## src/rtl/univ_shift_reg_if.sv

```systemverilog
// Bundles the operation controls, burst handshake and register outputs of
// univ_shift_reg. The slave modport is the register itself, the master modport
// is whatever drives it (a controller or a testbench).
interface univ_shift_reg_if #(
  parameter int BITS  = 8,
  parameter int CNT_W = 4
);
  logic             en;
  logic [2:0]       mode;
  logic             d_right;
  logic             d_left;
  logic [BITS-1:0]  load_val;
  logic             start;
  logic [CNT_W-1:0] count;
  logic [BITS-1:0]  q;
  logic             so_msb;
  logic             so_lsb;
  logic             busy;
  logic             done;

  modport master (
    output en, mode, d_right, d_left, load_val, start, count,
    input  q, so_msb, so_lsb, busy, done
  );

  modport slave (
    input  en, mode, d_right, d_left, load_val, start, count,
    output q, so_msb, so_lsb, busy, done
  );
endinterface

```

## src/rtl/univ_shift_reg.sv

```systemverilog
// Universal shift register: hold, shift left/right, rotate left/right,
// parallel load, arithmetic shift right and clear, selected per cycle by a
// 3-bit mode. A burst engine repeats one captured mode for 'count' enabled
// cycles and reports completion with a busy/done handshake.
module univ_shift_reg #(
  parameter int BITS  = 8,
  parameter int CNT_W = 4
) (
  input  logic              clk,
  input  logic              rst,
  univ_shift_reg_if.slave   bus
);

  typedef enum logic [2:0] {
    OP_HOLD = 3'd0,
    OP_SHL  = 3'd1,
    OP_SHR  = 3'd2,
    OP_ROL  = 3'd3,
    OP_ROR  = 3'd4,
    OP_LOAD = 3'd5,
    OP_ASR  = 3'd6,
    OP_CLR  = 3'd7
  } op_e;

  typedef enum logic [1:0] {
    IDLE = 2'd0,
    RUN  = 2'd1,
    DONE = 2'd2
  } state_e;

  state_e           state;
  op_e              mode_r;
  logic [CNT_W-1:0] cnt;
  logic [BITS-1:0]  q_r;
  logic             busy_r;
  logic             done_r;
  logic [BITS-1:0]  live_nxt;
  logic [BITS-1:0]  run_nxt;

  // Next register value for a given operation; pure data path, no state.
  function automatic logic [BITS-1:0] apply_op(
    input op_e             op,
    input logic [BITS-1:0] cur,
    input logic            dr,
    input logic            dl,
    input logic [BITS-1:0] lv
  );
    logic [BITS-1:0] res;
    res = cur;
    case (op)
      OP_HOLD: res = cur;
      OP_SHL:  res = {cur[BITS-2:0], dr};
      OP_SHR:  res = {dl, cur[BITS-1:1]};
      OP_ROL:  res = {cur[BITS-2:0], cur[BITS-1]};
      OP_ROR:  res = {cur[0], cur[BITS-1:1]};
      OP_LOAD: res = lv;
      OP_ASR:  res = {cur[BITS-1], cur[BITS-1:1]};
      OP_CLR:  res = '0;
      default: res = cur;
    endcase
    return res;
  endfunction

  // Direct operations use the live mode; burst steps use the captured one.
  assign live_nxt = apply_op(op_e'(bus.mode), q_r, bus.d_right, bus.d_left, bus.load_val);
  assign run_nxt  = apply_op(mode_r, q_r, bus.d_right, bus.d_left, bus.load_val);

  // Burst FSM and register update; busy/done are registered alongside q.
  always_ff @(posedge clk or negedge rst) begin
    if (!rst) begin
      // NOTE: all state in clocked blocks uses non-blocking assignments so every
      // register samples the pre-edge values, regardless of statement order.
      state  <= IDLE;
      mode_r <= OP_HOLD;
      cnt    <= '0;
      q_r    <= '0;
      busy_r <= 1'b0;
      done_r <= 1'b0;
    end else begin
      case (state)
        IDLE: begin
          done_r <= 1'b0;
          if (bus.start) begin
            // Start wins over en: capture the burst, leave q untouched this edge.
            mode_r <= op_e'(bus.mode);
            cnt    <= bus.count;
            if (bus.count == '0) begin
              state  <= DONE;
              done_r <= 1'b1;
            end else begin
              state  <= RUN;
              busy_r <= 1'b1;
            end
          end else if (bus.en) begin
            q_r <= live_nxt;
          end
        end

        RUN: begin
          if (bus.en) begin
            q_r <= run_nxt;
            cnt <= cnt - CNT_W'(1);
            // Counter is at least 1 here, so the decrement never wraps.
            if (cnt == CNT_W'(1)) begin
              state  <= DONE;
              busy_r <= 1'b0;
              done_r <= 1'b1;
            end
          end
        end

        DONE: begin
          state  <= IDLE;
          done_r <= 1'b0;
        end

        default: begin
          state  <= IDLE;
          busy_r <= 1'b0;
          done_r <= 1'b0;
        end
      endcase
    end
  end

  assign bus.q      = q_r;
  assign bus.so_msb = q_r[BITS-1];
  assign bus.so_lsb = q_r[0];
  assign bus.busy   = busy_r;
  assign bus.done   = done_r;

endmodule

```

## src/flat_wrapper.sv

```systemverilog
// flat-port wrapper written by rule: the top's interface ports become plain ports
module univ_shift_reg_flat 
#(
  parameter int BITS  = 8,
  parameter int CNT_W = 4
)
  (clk, rst, bus_en, bus_mode, bus_d_right, bus_d_left, bus_load_val, bus_start, bus_count, bus_q, bus_so_msb, bus_so_lsb, bus_busy, bus_done);
  univ_shift_reg_if #(.BITS(BITS), .CNT_W(CNT_W)) bus_i ();
  input  logic clk;
  input  logic rst;
  input wire logic [$bits(bus_i.en)-1:0] bus_en;
  input wire logic [$bits(bus_i.mode)-1:0] bus_mode;
  input wire logic [$bits(bus_i.d_right)-1:0] bus_d_right;
  input wire logic [$bits(bus_i.d_left)-1:0] bus_d_left;
  input wire logic [$bits(bus_i.load_val)-1:0] bus_load_val;
  input wire logic [$bits(bus_i.start)-1:0] bus_start;
  input wire logic [$bits(bus_i.count)-1:0] bus_count;
  output wire logic [$bits(bus_i.q)-1:0] bus_q;
  output wire logic [$bits(bus_i.so_msb)-1:0] bus_so_msb;
  output wire logic [$bits(bus_i.so_lsb)-1:0] bus_so_lsb;
  output wire logic [$bits(bus_i.busy)-1:0] bus_busy;
  output wire logic [$bits(bus_i.done)-1:0] bus_done;
  assign bus_i.en = bus_en;
  assign bus_i.mode = bus_mode;
  assign bus_i.d_right = bus_d_right;
  assign bus_i.d_left = bus_d_left;
  assign bus_i.load_val = bus_load_val;
  assign bus_i.start = bus_start;
  assign bus_i.count = bus_count;
  assign bus_q = bus_i.q;
  assign bus_so_msb = bus_i.so_msb;
  assign bus_so_lsb = bus_i.so_lsb;
  assign bus_busy = bus_i.busy;
  assign bus_done = bus_i.done;
  univ_shift_reg #(.BITS(BITS), .CNT_W(CNT_W)) u_core (.clk(clk), .rst(rst), .bus(bus_i));
endmodule
```

## config.mk

```make
export PLATFORM = sky130hd
export DESIGN_NAME = univ_shift_reg_flat
export DESIGN_NICKNAME = d
export VERILOG_FILES = /design/src/rtl/univ_shift_reg_if.sv /design/src/rtl/univ_shift_reg.sv /design/src/flat_wrapper.sv
export SDC_FILE = /design/constraint.sdc
export NUM_CORES = 1
export LEC_CHECK = 0
export BUFFER_PORTS_ARGS = -buffer_cell sky130_fd_sc_hd__buf_4
export CORE_AREA = 2 2 55 67
export CTS_CLUSTER_DIAMETER = 120
export CTS_CLUSTER_SIZE = 28
export DETAILED_ROUTE_END_ITERATION = 8
export DIE_AREA = 0 0 57 69
export PLACE_DENSITY_LB_ADDON = 0.12
export SLEW_MARGIN = 20
export SYNTH_ARGS = -nofsm -noshare
export SYNTH_HDL_FRONTEND = slang
export SYNTH_SLANG_ARGS = --single-unit
```

## constraint.sdc

```tcl
create_clock -name clk -period 1.7 [get_ports clk]
set_input_delay 0 -clock clk [delete_from_list [all_inputs] [get_ports clk]]
set_output_delay 0 -clock clk [all_outputs]
set_load 0.05 [all_outputs]
```

-- Word level (Yosys, flattened, before mapping)
Cells that the tools add are included.
- register bits: 19
- input port bits: 21
- output and inout port bits: 12
- word-level logic and storage cells: 72
- add/subtract/negate cells: 1
- equality and inequality tests: 27
- multiplexer cells: 24
- bitwise operators: 1
- reductions and logical operators: 12
- operator list (operator ; count):
    case mux 8 bit (7 select lines) ; 2
    == test 3 bit (second input constant) ; 8
    2-to-1 mux 8 bit ; 3
    inequality test 2 bit (second input constant) ; 9
    case mux 8 bit (2 select lines) ; 1
    == test 3 x 2 -> 1 bit (second input constant) ; 4
    2-to-1 mux 1 bit ; 8
    2-to-1 mux 2 bit ; 4
    2-to-1 mux 4 bit ; 2
    case mux 4 bit (2 select lines) ; 1
    AND reduction 8 bit ; 1
    == test 3 x 1 -> 1 bit (second input constant) ; 2
    logical NOT 3 bit ; 2
    AND reduction 3 bit ; 2
    AND reduction 6 bit ; 1
    AND reduction 5 bit ; 1
    == test 4 x 1 -> 1 bit (second input constant) ; 1
    logical NOT 4 bit ; 1
    case mux 2 bit (2 select lines) ; 1
    AND reduction 2 bit ; 2
    subtractor 4 x 1 -> 4 bit (second input constant) ; 1
    case mux 1 bit (3 select lines) ; 1
    == test 2 x 1 -> 1 bit (second input constant) ; 1
    == test 2 bit (second input constant) ; 1
    other kinds (5) ; 5

-- Depth between registers and ports, before layout
Gate-level depths: netlist (run 1).
- depth after elaboration: 5
- depth in mapped cells: 7
- mapped depth without buffers: 6

-- Worst setup path before layout (run 1)
Ideal clock, no wire load.
- path type: reg-to-reg
- from: reg u_core.mode_r[2]
- to: reg u_core.q_r[7] (netlist: u_core.bus.q[7])
- library setup time: 104 ps
- data arrival time: 1550 ps
- path slack: 46 ps
- stages on the path, launching flop included: 7
- path buffers: 2
- period minus slack after synthesis: 1654 ps
- path through: dfrtp_1 -> buf_4 -> nor2_2 -> a311o_4 -> or2_0 -> buf_6 -> o41ai_2
- longest elaborated chain between the ends: 4
- elaborated cells between the ends (all ways): 14
- classes of those cells: eq/ne: 9; mux: 3; reduce/logical: 2
- ends and longest elaborated chain (element ; RTL line ; source):
    start, declared ; univ_shift_reg.sv:32 ; op_e mode_r;
    start signal, assigned ; univ_shift_reg.sv:85 ; mode_r <= op_e'(bus.mode);
    == test 3 bit (tied with other cells) ; univ_shift_reg.sv:50 ; case (op)
    case mux 8 bit (7 select lines) ; univ_shift_reg.sv:50 ;
    2-to-1 mux 8 bit ; univ_shift_reg.sv:100 ; if (bus.en) begin
    case mux 8 bit (2 select lines) ; univ_shift_reg.sv:80 ; case (state)
    end signal, assigned ; univ_shift_reg.sv:95 ; q_r <= live_nxt;
    end signal, assigned ; univ_shift_reg.sv:101 ; q_r <= run_nxt;
    end, declared ; univ_shift_reg.sv:34 ; logic [BITS-1:0] q_r;
Parallel ways exist; a longest one is shown, timed or not. The select of a mux whose other input is x is not followed.
A chain may end at the register's enable or synchronous reset.

-- Worst setup path in the final report (run 1)
- from: reg u_core.mode_r[1]
- to: reg u_core.q_r[1] (netlist: u_core.bus.q[1])
Same word-level chain as after synthesis.

==> impl_metrics.csv, run 1 <==
group,metric,value,unit
clocking,clk_pin_slew,70,ps
power,cellPowerDensity,2010,nW/um^2
timing,fmax,596,MHz
yosys,ys_seq_area_share,30.6,%
route,drtIter0Drc,95,
die,die_w,57,um
route,wl_met3,284,um
yosys,synthArstFlopShare,100,%
route,drt-total-wl,4860,um
die,rows,23,
critical_path,cp-end-kind,"flip-flop",
yosys,yosysMostFrequentCell,"dfrtp_1",
timing,finalSetupTns,0,ps
clocking,numClockSinks,19,
yosys,synthTopCellsByArea,"dfrtp_1, o21ai_0, a21oi_1",
yosys,synth_cell_types,46,
yosys,yosysWarnings,0,
timing,max-slew-margin-rel,56.3,%
grt,grt_pass1_vias,1611,
critical_path,crit_required,1820,ps
grt,grt_use_total,24.4,%
clocking,clk_latency,260,ps
cells_and_area,finalInstanceArea,2030,sq um
route,wl_met2,2490,um
critical_path,crit_fanout,5,
timing,finalWorstSetupSlack,20.8,ps
timing,fin_crit,1680,ps
die,die_area,3930,sq um
timing,finClkSkew,4.93,ps
yosys,synth_ff_type,"dfrtp_1",
placed_design,placedCellCount,256,
route,routed_via_density,6.39,
yosys,syn_inst,184,
power,power,4.09,mW
timing,finalSetupViolations,0,
timing,slew_viol_final,0,
route,m1WireLength,1890,um
critical_path,cp.arrival,1800,ps
worst_hold_path,worstHoldPathType,"in2reg",
yosys,synth_edf_count,0,
clocking,cts.path.max_buffers,2,
yosys,ys_top_cells_by_count,"dfrtp_1, o21ai_0, a21oi_1, inv_1, nor2_1",
clocking,cts-buffers-inserted,3,
power,comb_power_share,69.3,%
grt,antenna_found_initial,0,
power,p_int,2.03,mW
die,ioPinCount,33,
cells_and_area,antenna_cells,0,
die,start_util,47.4,%
route,wl_per_cell,18.2,um
cells_and_area,utilization,62.0,%
grt,grt_max_degree,20,
timing,holdWs,45.5,ps
cells_and_area,area_growth,30.9,%
route,via_count,1707,
route,final_antenna_net_count,0,
die,core,3280,sq um
power,p_clk_share,8.0,%
yosys,synth_top_area_cell,"dfrtp_1",
outcome,status,"finished clean",
yosys,synth_top_cell_area_share,30.6,%
route,first_pass_iters,4,
placed_design,dp_hpwl,3420,um
cells_and_area,final_nets,254,
critical_path,cp-start-kind,"flip-flop",
route,top_layer,"met4",
timing,final_hold_viol_count,0,
timing,final_min_period_over_clock_period,98.8,%
power,ir_drop,1.37,mV
placed_design,numPortBuffers,32,
power,switchingPower,2.06,mW
clocking,h-tree-depth,1,
power,p_seq_share,22.8,%
critical_path,worstSetupPathType,"reg2reg",
route,drc_errors,0,
clocking,cts_tree,"yes",
placed_design,post_dp_cell_area,1900,sq um
clocking,cts_root_buffer,"clkbuf_8",
timing,worst_pin_slew,650,ps
yosys,avgSynthCellArea,8.45,sq um
grt,grt_pass1_wl,7650,um
power,p_leak,0.916,nW
placed_design,place_ws,16.5,ps
grt,gr-total-overflow,0,
cells_and_area,drive_above_1_share,32.6,%
power,switching_share,50.3,%
placed_design,place_congestion,0.888,
die,die_h,69,um
job,maxCapViolCount,0,
yosys,ys_ff_latch,19,
cells_and_area,fin_cells,267,
yosys,synth_area,1550,sq um
yosys,syn_nets,207,
worst max-delay path, stage by stage, from the launching register on:
cell	delay (ps)
dfrtp_1	410
buf_6	140
nor2b_2	160
buf_6	130
a211o_1	270
a311oi_2	320
a22oi_1	120
cell families (layout without fill, tap and decap cells):
kind of cell	Yosys count	after routing	synth area share, %
AO/OA/AOI/OAI	74	74	34.3
AND/OR/NAND/NOR	55	55	21.4
buffers and inverters	29	75	8.70
flip-flops	19	19	30.6
multiplexers	5	5	3.38
adder cells (fa/ha/maj)	2	2	1.61
sequential cells by signal, summed over array words and instances, names as in the netlist:
signal and flops:
u_core.state 2, u_core.mode_r 3, u_core.bus.done 1, u_core.bus.q 8, u_core.bus.busy 1, u_core.cnt 4
per-layer routing:
metal,up-vias,GRT usage [%]
met5,-,0
met4,0,11.4
met3,17,3.56
met2,87,41.8
met1,817,29.3
li1,786,-
cell usage in the layout (no fill, tap or decap), types with 4 or more instances in the layout:
master    count
nor2_1       11
nor3_1        5
nand2_1       5
buf_4        55
o21ai_0      18
nand3b_1      6
dfrtp_1      19
o31ai_1       6
nand4b_1      4
nor2b_1       6
a21oi_1      14
inv_1        11
final cells by class:
class                           instances  area, sq um
Multi-Input combinational cell        136          972
Sequential cell                        19          475
Inverter                               12         45.0
Tap cell                               37         46.3
Fill cell                             291         1250
Timing Repair Buffer                   59          450
Clock buffer                            4         45.0
timing repair:
item,CTS,global route
hold buffers,1,0
hold endpoints to repair,19,0
setup endpoints to repair,1,6
pin swaps,1,5
buffers inserted,0,5
gates cloned,0,1
gates resized for setup,2,8
final timing paths:
check | start | endpoint | slack, ps | depth (start not counted)
worst max register to register | u_core.mode_r[1] | u_core.bus.q[1] | 20 | 6
min in group asynchronous | rst | u_core.bus.q[6] | 160 | 2
worst min register to register | u_core.cnt[3] | u_core.cnt[3] | 530 | 1
worst max-delay path | u_core.mode_r[1] | u_core.bus.q[1] | 20 | 6
worst min-delay path | bus_count[2] | u_core.cnt[2] | 50 | 3
max in group asynchronous | rst | u_core.mode_r[1] | 1320 | 2
power groups by stage:
stage	clock network, mW	registers, mW	logic [mW]
6_report	0.325	0.932	2.83
5_1_grt	0.362	0.954	3.05
4_1_cts	0.336	0.925	2.63
3_5_place_dp	0	0.931	2.60
3_3_place_gp	0	0.921	2.54
2_1_floorplan	0	1.25	1.46
(Power assumes the default switching activity.)
==> run 2: changes to the inputs <==
==> constraint.sdc (replaced) <==
create_clock -name clk -period 1.5 [get_ports clk]
set_input_delay 0.3 -clock clk [delete_from_list [all_inputs] [get_ports clk]]
set_output_delay 0.3 -clock clk [all_outputs]
set_load 0.05 [all_outputs]
==> run 2 against run 1 <==
Sequential power grew 17%. Sequential share of layout area shrank 1.2 points. Global-route usage grew 3.0 points. Die area is the same. Clock power grew 17%. Largest power group unchanged. Count of clock-buffer cells in the layout is the same. Via count shrank 0.35%. Sequential cell count is the same. Total power grew 19%. Worst hold slack gained 280 ps. The flow now finishes with violations (negative setup slack). Register-to-register slack lost 50 ps. Non-clock buffer count grew 5.
==> impl_metrics.csv, run 2 (synthesis results as in run 1) <==
group,metric,value,unit
route,drtIter0Drc,74,
cells_and_area,final_common_cell,"buf_4",
placed_design,numPortBuffers,32,
clocking,cts_setup_buffers,0,
route,drt-total-wl,5000,um
die,die_h,69,um
critical_path,crit_fanout,8,
outcome,status,"complete, but fails checks",
power,switchingPower,2.46,mW
route,first_pass_iters,4,
timing,finClkSkew,4.69,ps
die,die_w,57,um
critical_path,cp-start-kind,"flip-flop",
timing,final_hold_viol_count,0,
worst_hold_path,worstHoldPathType,"in2reg",
critical_path,cp.arrival,1700,ps
grt,gr-total-overflow,0,
power,cellPowerDensity,2270,nW/um^2
cells_and_area,final_nets,259,
timing,fin_crit,1530,ps
die,start_util,47.4,%
power,p_clk_share,7.8,%
clocking,cts_tree,"yes",
placed_design,placedCellCount,267,
clocking,numClockSinks,19,
placed_design,post_dp_cell_area,2000,sq um
placed_design,place_congestion,0.920,
cells_and_area,drive_above_1_share,39.6,%
route,final_antenna_net_count,0,
critical_path,crit_required,1670,ps
route,wl_per_cell,18.4,um
die,ioPinCount,33,
die,die_area,3930,sq um
job,maxCapViolCount,0,
grt,antenna_found_initial,0,
route,drc_errors,0,
timing,finalWorstSetupSlack,-28.6,ps
power,comb_power_share,69.9,%
timing,slew_viol_final,0,
clocking,cts_root_buffer,"clkbuf_8",
die,core,3280,sq um
timing,finalSetupViolations,5,
clocking,clk_pin_slew,80,ps
grt,grt_pass1_vias,1837,
power,p_seq_share,22.3,%
die,rows,23,
power,ir_drop,1.42,mV
timing,grt_setup_unrepaired,"yes",
cells_and_area,antenna_cells,0,
grt,grt_max_degree,20,
clocking,cts.path.max_buffers,2,
timing,holdWs,325,ps
clocking,clk_latency,260,ps
cells_and_area,finalInstanceArea,2150,sq um
grt,grt_use_total,27.4,%
critical_path,worstSetupPathType,"reg2reg",
timing,fmax,654,MHz
power,p_int,2.42,mW
route,routed_via_density,6.25,
cells_and_area,largest_reg_flops,8,
power,p_leak,0.964,nW
cells_and_area,utilization,65.7,%
cells_and_area,final_cell_mix,"buf_4, dfrtp_1, o21ai_0, a21oi_1, nor2_1",
route,via_count,1701,
placed_design,dp_hpwl,3600,um
cells_and_area,fin_cells,272,
clocking,h-tree-depth,1,
timing,worst_pin_slew,445,ps
grt,grt_pass1_wl,8550,um
timing,final_min_period_over_clock_period,102,%
cells_and_area,area_growth,38.6,%
timing,max-slew-margin-rel,70.2,%
outcome,violations,"negative setup slack",
critical_path,cp-end-kind,"flip-flop",
power,switching_share,50.5,%
timing,finalSetupTns,-78.6,ps
clocking,cts-buffers-inserted,3,
run 2: cell type report:
| class | count | area, sq um |
|---|---|---|
| clock buffers | 4 | 45.0 |
| flip-flops and latches | 19 | 477 |
| repair buffers | 64 | 507 |
| inverters | 12 | 45.0 |
| multi-input cells | 136 | 1030 |
| fillers | 297 | 1130 |
| well taps | 37 | 46.3 |
run 2: what timing repair did:
item,4_1_cts,5_1_grt
endpoints found under the setup margin,7,14
cloned,0,0
gates resized for setup,15,13
pin swaps,6,5
hold buffers,1,0
endpoints found under the hold margin,19,0
run 2: power groups by stage:
stage | combinational (mW) | clock, mW | sequential, mW
floorplan | 1.68 | 0 | 1.42
global placement | 3.01 | 0 | 1.05
detailed placement | 3.11 | 0 | 1.06
CTS | 3.27 | 0.395 | 1.07
global route | 3.70 | 0.405 | 1.12
finish | 3.42 | 0.379 | 1.09
run 2: path summary, 6_finish.rpt:
path | slack [ps] | from | cells past startpoint | endpoint
setup / recovery | -30 | u_core.mode_r[0] | 5 | u_core.bus.q[0]
hold / removal | 320 | bus_start | 3 | u_core.bus.done
setup reg to reg | -30 | u_core.mode_r[0] | 5 | u_core.bus.q[0]
hold reg to reg | 530 | u_core.cnt[1] | 2 | u_core.cnt[1]
max in group asynchronous | 810 | rst | 2 | u_core.mode_r[0]
min in group asynchronous | 450 | rst | 2 | u_core.bus.q[6]
run 2: metal layers:
layer,vias up,wire [um],global-route usage [%]
met5,-,0,0
met4,0,104,12.9
met3,11,291,4.13
met2,70,2680,49.3
met1,820,1920,30.7
li1,800,-,-
run 2: worst max-delay path, cell delays in order (launching register included):
cell     delay (ps)
dfrtp_2         420
inv_2            50
a311o_4         400
or2_0           210
buf_6           150
o41ai_2         190
run 2: metrics by stage:
stage	setup slack, ps	total power, mW
after floorplan	-121	3.11
after global placement	-87.4	4.06
after detailed placement	-118	4.17
after CTS	-41.2	4.73
after global routing	-95.0	5.23
final	-28.6	4.88
==> run 3: changes to the inputs <==
MAX_ROUTING_LAYER = met4   (was unset)
==> run 3 against run 2 <==
The run still ends with negative setup slack left. Die area unchanged. Sequential cell count unchanged. Sequential power hardly changed. Register-to-register slack about the same. Cell area grew 0.81%. Wire length is 0.58% higher. Setup slack worse by 4.6 ps. Clock skew down 3.5 ps. Combinational power is essentially flat.
==> impl_metrics.csv, run 3 (synthesis results as in run 1) <==
group,metric,value,unit
outcome,status,"complete, but fails checks",
outcome,violations,"negative setup slack",
clocking,clk_pin_slew,80,ps
critical_path,cp-end-kind,"flip-flop",
critical_path,worstSetupPathType,"reg2reg",
cells_and_area,area_growth,39.8,%
critical_path,crit_fanout,8,
power,p_int,2.46,mW
power,comb_power_share,70.2,%
grt,gr-total-overflow,0,
critical_path,cp_num_buf_inv,2,
route,routed_via_density,6.21,
route,first_pass_iters,4,
route,drtIter0Drc,71,
clocking,numClockSinks,19,
critical_path,cpPeakStageDelay,420,ps
timing,slew_viol_final,0,
clocking,cts_root_buffer,"clkbuf_8",
power,power,4.92,mW
die,core,3280,sq um
die,start_util,47.4,%
die,die_area,3930,sq um
die,die_w,57,um
power,cellPowerDensity,2270,nW/um^2
cells_and_area,largest_reg_flops,8,
power,switchingPower,2.47,mW
route,wl_per_cell,18.3,um
timing,max-slew-margin-rel,70.6,%
critical_path,cp.arrival,1670,ps
timing,final_min_period_over_clock_period,102,%
clocking,clk_latency,260,ps
clocking,cts_tree,"yes",
placed_design,place_congestion,0.936,
grt,grt_pass1_vias,1839,
placed_design,dp_hpwl,3600,um
grt,grt_use_total,28.1,%
timing,finalWorstSetupSlack,-33.2,ps
clocking,cts-buffers-inserted,3,
power,p_clk_share,7.7,%
timing,finalSetupViolations,4,
critical_path,cp-start-kind,"flip-flop",
critical_path,cp_cell_sequence,"inv_2, a311o_4, buf_4, o21ai_0, o41ai_2",
cells_and_area,final_nets,262,
worst_hold_path,worstHoldPathType,"in2reg",
power,ir_drop,1.43,mV
grt,grt_max_degree,20,
timing,finClkSkew,1.16,ps
power,p_leak,0.976,nW
cells_and_area,drive_above_1_share,40.3,%
timing,grt_setup_unrepaired,"yes",
placed_design,numPortBuffers,32,
job,maxCapViolCount,0,
clocking,h-tree-depth,1,
route,drc_errors,0,
timing,worst_pin_slew,439,ps
power,switching_share,50.1,%
timing,holdWs,324,ps
critical_path,critPathTopFamily,"compound AO/OA/AOI/OAI gates",
critical_path,crit_required,1640,ps
die,ioPinCount,33,
route,drt-total-wl,5030,um
route,via_count,1707,
timing,finalSetupTns,-81.1,ps
grt,antenna_found_initial,0,
critical_path,crit_slowest_cell,"dfrtp_2",
timing,final_hold_viol_count,0,
route,final_antenna_net_count,0,
timing,fmax,652,MHz
timing,fin_crit,1530,ps
cells_and_area,antenna_cells,0,
cells_and_area,fillers,296,
power,p_seq_share,22.1,%
placed_design,placedCellCount,267,
cells_and_area,final_cell_mix,"buf_4, dfrtp_1, o21ai_0, a21oi_1, nor2_1",
die,die_h,69,um
grt,grt_pass1_wl,8530,um
placed_design,place_ws,-118,ps
die,rows,23,
cells_and_area,final_common_cell,"buf_4",
cells_and_area,fin_cells,275,
clocking,cts.path.max_buffers,2,
-- run 3: routing by layer --
metal	vias to the layer above	wire, um	track usage, %
met5	-	0	-
met4	0	140	12.9
met2	73	2700	49.3
met1	817	1900	30.6
met3	17	283	4.13
li1	800	-	-
-- run 3: tightest hold or removal path, stage by stage --
cell and delay, ps:
buf_4 90, a21oi_1 50, o21ai_1 110
-- run 3: through the flow --
| stage | util [%] | instance area (sq um) |
|---|---|---|
| 6_report | 66.2 | 2170 |
| 5_1_grt | 66.2 | 2170 |
| 4_1_cts | 64.3 | 2110 |
| 3_5_place_dp | 60.8 | 2000 |
| 3_3_place_gp | 60.8 | 2000 |
| 2_1_floorplan | - | 1560 |
-- run 3: area by class of cell --
cell class,instances,area (sq um),share of cell area [%]
tap,37,46.3,2.13
inverter,12,45.0,2.07
timing repair buffer,67,529,24.4
sequential,19,477,21.9
multi-input combinational,136,1030,47.4
clock buffer,4,45.0,2.07
-- run 3: what timing repair did --
item / CTS / global route
hold buffers: 1 / 0
setup buffers: 0 / 3
resized for setup: 15 / 12
pin swaps: 6 / 5
hold endpoints to repair: 19 / 0
endpoints found under the setup margin: 7 / 14
-- run 3: power by group through the flow --
| stage | Sequential (mW) | Combinational (mW) | Clock [mW] |
|---|---|---|---|
| after floorplan | 1.42 | 1.68 | 0 |
| after global placement | 1.05 | 3.01 | 0 |
| after detailed placement | 1.06 | 3.11 | 0 |
| after CTS | 1.07 | 3.27 | 0.395 |
| after global routing | 1.12 | 3.75 | 0.403 |
| final | 1.09 | 3.45 | 0.379 |
-- run 3: path summary, 6_finish.rpt --
check	startpoint	endpoint	slack, ps	cells after the start
worst max-delay path	u_core.mode_r[0]	u_core.bus.q[0]	-30	5
worst min-delay path	bus_count[2]	u_core.cnt[2]	320	3
min in group asynchronous	rst	u_core.bus.q[6]	450	2
max in group asynchronous	rst	u_core.mode_r[0]	820	2
worst max register to register	u_core.mode_r[0]	u_core.bus.q[0]	-30	5
worst min register to register	u_core.cnt[1]	u_core.cnt[1]	530	2
